File: config.mk
export PLATFORM = sky130hd
export DESIGN_NAME = fetch_unit
export DESIGN_NICKNAME = d
export VERILOG_FILES = /design/src/rtl/fetch_unit.sv
export SDC_FILE = /design/constraint.sdc
export NUM_CORES = 1
export LEC_CHECK = 0
export ABC_AREA = 1
export BUFFER_PORTS_ARGS = -buffer_cell sky130_fd_sc_hd__buf_2
export CAP_MARGIN = 20
export CORE_MARGIN = 3
export CORE_UTILIZATION = 40
export CTS_CLUSTER_SIZE = 10
export DETAILED_ROUTE_END_ITERATION = 8
export PLACE_DENSITY_LB_ADDON = 0.12
export RECOVER_POWER = 25
export SETUP_SLACK_MARGIN = 0.5
export SLEW_MARGIN = 20
export SYNTH_ARGS = -nofsm -noshare
export SYNTH_HDL_FRONTEND = slang
export SYNTH_SLANG_ARGS = --single-unit
File: constraint.sdc
create_clock -name Clk -period 2 [get_ports Clk]
set_input_delay 0.2 -clock Clk [delete_from_list [all_inputs] [get_ports Clk]]
set_output_delay 0.2 -clock Clk [all_outputs]
set_load 0.005 [all_outputs]
File: src/rtl/fetch_unit.sv
// fetch_unit: PC/IR fetch stage with branch redirect, halt, stall and run-cycle counter
module fetch_unit #(
  parameter int A     = 10,
  parameter int W     = 9,
  parameter int START = 0
) (
  input  logic         Clk,
  input  logic         Reset_n,
  input  logic         Start,
  input  logic         Stall,
  input  logic         BranchEn,
  input  logic         BranchRel,
  input  logic [7:0]   Offset,
  input  logic [A-1:0] Target,
  input  logic         Halt,
  input  logic [W-1:0] InstIn,
  output logic [A-1:0] InstAddress,
  output logic [W-1:0] Instr,
  output logic [A-1:0] InstrAddr,
  output logic         IValid,
  output logic         Done,
  output logic [15:0]  CycleCnt
);
  typedef enum logic [1:0] {IDLE, RUN, HALTED} state_t;
  state_t state;
  logic [A-1:0] br_target;
  // Branch destination: relative to the address of the instruction in IR, wrapping mod 2^A
  always_comb br_target = BranchRel ? InstrAddr + A'($signed(Offset)) : Target;
  // Control FSM with registered fetch, flush, halt and saturating cycle count
  always_ff @(posedge Clk or negedge Reset_n)
    if (!Reset_n) begin
      state       <= IDLE;
      InstAddress <= A'(START);
      Instr       <= '0;
      InstrAddr   <= '0;
      IValid      <= 1'b0;
      Done        <= 1'b0;
      CycleCnt    <= '0;
    end else if (Start) begin
      state       <= RUN;
      InstAddress <= A'(START);
      CycleCnt    <= '0;
      IValid      <= 1'b0;
      Done        <= 1'b0;
    end else if (state == RUN) begin
      CycleCnt <= CycleCnt + 16'(CycleCnt != 16'hFFFF);
      if (!Stall) begin
        if (IValid && Halt) begin
          state  <= HALTED;
          Done   <= 1'b1;
          IValid <= 1'b0;
        end else if (IValid && BranchEn) begin
          InstAddress <= br_target;
          IValid      <= 1'b0;
        end else begin
          Instr       <= InstIn;
          InstrAddr   <= InstAddress;
          IValid      <= 1'b1;
          InstAddress <= InstAddress + A'(1);
        end
      end
    end
endmodule

==> results.py <==
metrics = {
    "pwr": {
        "internal-power_uw": 1740,
        "power_per_cell_area_nw_per_um2": 578,
        "p_sw_uw": 770,
        "power_frac_seq": 0.446,
        "power_frac_clock": 0.273,
        "power_frac_comb": 0.281,
        "cellLeakagePower_uw": 0.00221,
        "peakVddDrop_uv": 356,
        "finalPower_uw": 2510,
        "sw_frac_of_total": 0.307,
    },
    "min_path": {
        "hp-class": "in -> reg",
        "holdPathStages": 3,
        "min_to": "Instr[0]",
        "hold_start": "InstIn[0]",
    },
    "clocking": {
        "insertion_delay_ns": 0.30,
        "tritoncts": "done",
        "cts.clk_slew.worst_paths_ns": 0.09,
        "h-tree-depth": 2,
        "clockBufferDepth": 2,
        "root_buffer": "clkbuf_8",
        "cts.sinks": 48,
        "numCtsBuffers": 5,
    },
    "timing": {
        "fmax_mhz": 540,
        "grt_setup_unrepaired": "true",
        "skew_ns": 0.00959,
        "finalCriticalPeriod_ns": 1.85,
        "worst_slew_pin_slew_ns": 0.651,
        "finalHoldViolCount": 0,
        "fin_crit_sh": 0.927,
        "slew-limit-headroom": 0.566,
        "setup_viol": 0,
        "slew_viol_final": 0,
    },
    "yosys": {
        "synth_area_um2": 3000,
        "yosys_warnings": 0,
        "yosysTopAreaCell": "dfrtp_1",
        "ys_top_cells_by_area": "dfrtp_1, nand2_1, inv_1",
        "synthTopCellsByCount": "nand2_1, inv_1, dfrtp_1",
        "synth_area_per_cell_um2": 7.51,
        "synth_cells": 399,
        "synth_nets": 446,
        "yosysTopAreaCellShare": 0.401,
        "synth_edf_count": 0,
        "yosysMostFrequentCell": "nand2_1",
        "ys_ff_latch": 48,
        "ys_types": 38,
        "ys.flop_type": "dfrtp_1",
        "synth-async-reset-ratio": 1.00,
        "ys_seq_area_frac": 0.401,
    },
    "floorplan": {
        "die_y_um": 92.6,
        "die-area_um2": 8570,
        "fp.dieW_um": 92.6,
        "rows": 30,
        "core_area_um2": 7020,
        "ioPinCount": 81,
        "start_util": 0.427,
    },
    "route": {
        "routed_via_density": 4.98,
        "wl_per_cell_um": 14.2,
        "firstDrtPassIters": 4,
        "ant_nets": 0,
        "drtIter0Drc": 75,
        "wirelength_um": 8950,
        "via_count": 3126,
        "drc": 0,
    },
    "layout": {
        "area_growth_pct": 44.7,
        "nFillCells": 668,
        "multiInputGateArea_um2": 1900,
        "num_antenna_cells": 0,
        "final_net_count": 580,
        "final_layout_size_suffix_gt1_frac": 0.417,
        "design_area_um2": 4340,
        "seqCellArea_um2": 1200,
    },
    "place": {
        "io_buffers": 80,
        "dp_hpwl_um": 6210,
        "gp_congestion": 0.835,
        "place_area_um2": 3580,
    },
    "outcome": {
        "status": "finished clean",
    },
    "worst_setup_path": {
        "critical_path_class": "reg -> reg",
        "regToRegEndpoint": "CycleCnt[14]",
        "required_ns": 2.24,
        "r2r_cells": 15,
        "crit_fanout": 5,
        "startpoint_type": "flip-flop",
        "r2r-start": "CycleCnt[8]",
        "cp.arrival_ns": 2.09,
        "reg2reg_setup_slack_ns": 0.15,
        "critPathCaptureType": "flip-flop",
    },
    "global_route": {
        "grt_usage": 0.217,
        "antenna_found_initial": 0,
        "grt_pass1_vias": 3186,
        "grt_pass1_wl_um": 14900,
        "grt_max_degree": 30,
        "grt.overflow.total": 0,
    },
    "flow_run": {
        "maxCapViolCount": 0,
    },
}
-- cell usage in the layout, fill, tap and decap left out, drive strengths merged, types with 3 or more instances in the layout --
cell    netlist  final
nand2       126    126
xnor2         3      3
nand4        10     10
nor3          9      9
dfrtp        48     48
nor2         31     31
a21oi        22     22
buf           5    128
nand3        22     22
ha           12     12
clkbuf        1      9
o21ai        36     36
inv          55     54
xor2          5      5
-- power by group through the flow --
| stage | clock [µW] | combinational [µW] | sequential [µW] |
|---|---|---|---|
| 6_report | 684 | 705 | 1120 |
| 2_1_floorplan | 0 | 288 | 1150 |
| 3_5_place_dp | 0 | 520 | 1140 |
| 4_1_cts | 703 | 644 | 1120 |
| 3_3_place_gp | 0 | 513 | 1140 |
| 5_1_grt | 741 | 785 | 1130 |
-- critical path, cell delays in order, from the launching register on --
cell     delay, ns
dfrtp_1       0.41
nand2_2       0.09
inv_2         0.05
nand3_2       0.06
inv_2         0.03
nand4_1       0.12
ha_4          0.18
ha_4          0.14
nand3_4       0.08
nor2_4        0.12
nand2_2       0.09
nor2_4        0.15
nand2_2       0.08
nand2_2       0.06
nand2_1       0.05
nor2_1        0.09
-- area by class of cell --
| class | count | share of cell area |
|---|---|---|
| Clock buffer | 5 | 0.0159 |
| Clock inverter | 1 | 0.00692 |
| Timing Repair Buffer | 133 | 0.184 |
| Inverter | 55 | 0.0508 |
| Sequential cell | 48 | 0.277 |
| Multi-Input combinational cell | 290 | 0.437 |
| Tap cell | 96 | 0.0277 |
-- worst max path at each step --
| stage | from | to | slack, ns |
|---|---|---|---|
| floorplan | CycleCnt[7] | CycleCnt[14] | 0.21 |
| global route | CycleCnt[8] | CycleCnt[14] | -0.03 |
| global placement | CycleCnt[7] | CycleCnt[14] | 0.11 |
| detailed placement | CycleCnt[7] | CycleCnt[14] | 0.06 |
| CTS | CycleCnt[15] | CycleCnt[14] | 0.16 |
| finish | CycleCnt[8] | CycleCnt[14] | 0.15 |
-- stage by stage --
| step | TNS [ns] | instances | hold WS (ns) | setup WS (ns) | util |
|---|---|---|---|---|---|
| floorplan | 0 | 399 | -0.0956 | 0.214 | - |
| global placement | 0 | 577 | 0.0892 | 0.110 | 0.510 |
| detailed placement | 0 | 577 | 0.0947 | 0.0617 | 0.510 |
| CTS | 0 | 615 | 0.0808 | 0.164 | 0.587 |
| global route | -0.0283 | 628 | 0.0946 | -0.0283 | 0.618 |
| finish | 0 | 628 | 0.0904 | 0.147 | 0.618 |
-- repair_timing --
| action | CTS | global route |
|---|---|---|
| buffers inserted | 31 | 13 |
| hold buffers | 1 | 0 |
| resized for setup | 47 | 37 |
| hold endpoints to repair | 10 | 0 |
| endpoints found under the setup margin | 34 | 44 |
| pin swaps | 25 | 34 |
-- flip-flops by register name (all words and copies together) (netlist names) --
| signal | count |
|---|---|
| state | 2 |
| CycleCnt | 16 |
| InstAddress | 10 |
| Instr | 9 |
| IValid | 1 |
| InstrAddr | 10 |
-- logic make-up after synthesis --
| logic type | count (synthesis) | synth area share |
|---|---|---|
| XOR/XNOR | 8 | 0.0234 |
| buffers and inverters | 61 | 0.0856 |
| flip-flops | 48 | 0.401 |
| AO/OA/AOI/OAI | 68 | 0.127 |
| AND/OR/NAND/NOR | 201 | 0.306 |
| adder cells (fa/ha/maj) | 13 | 0.0568 |
-- layer usage --
metal	GRT usage	up-vias	wire [µm]
li1	-	1567	-
met1	0.258	1461	3790
met2	0.397	82	4590
met3	0.0349	16	360
met4	0.0681	0	201
met5	0	-	0
No activity file was read; power rests on OpenSTA's default activity.
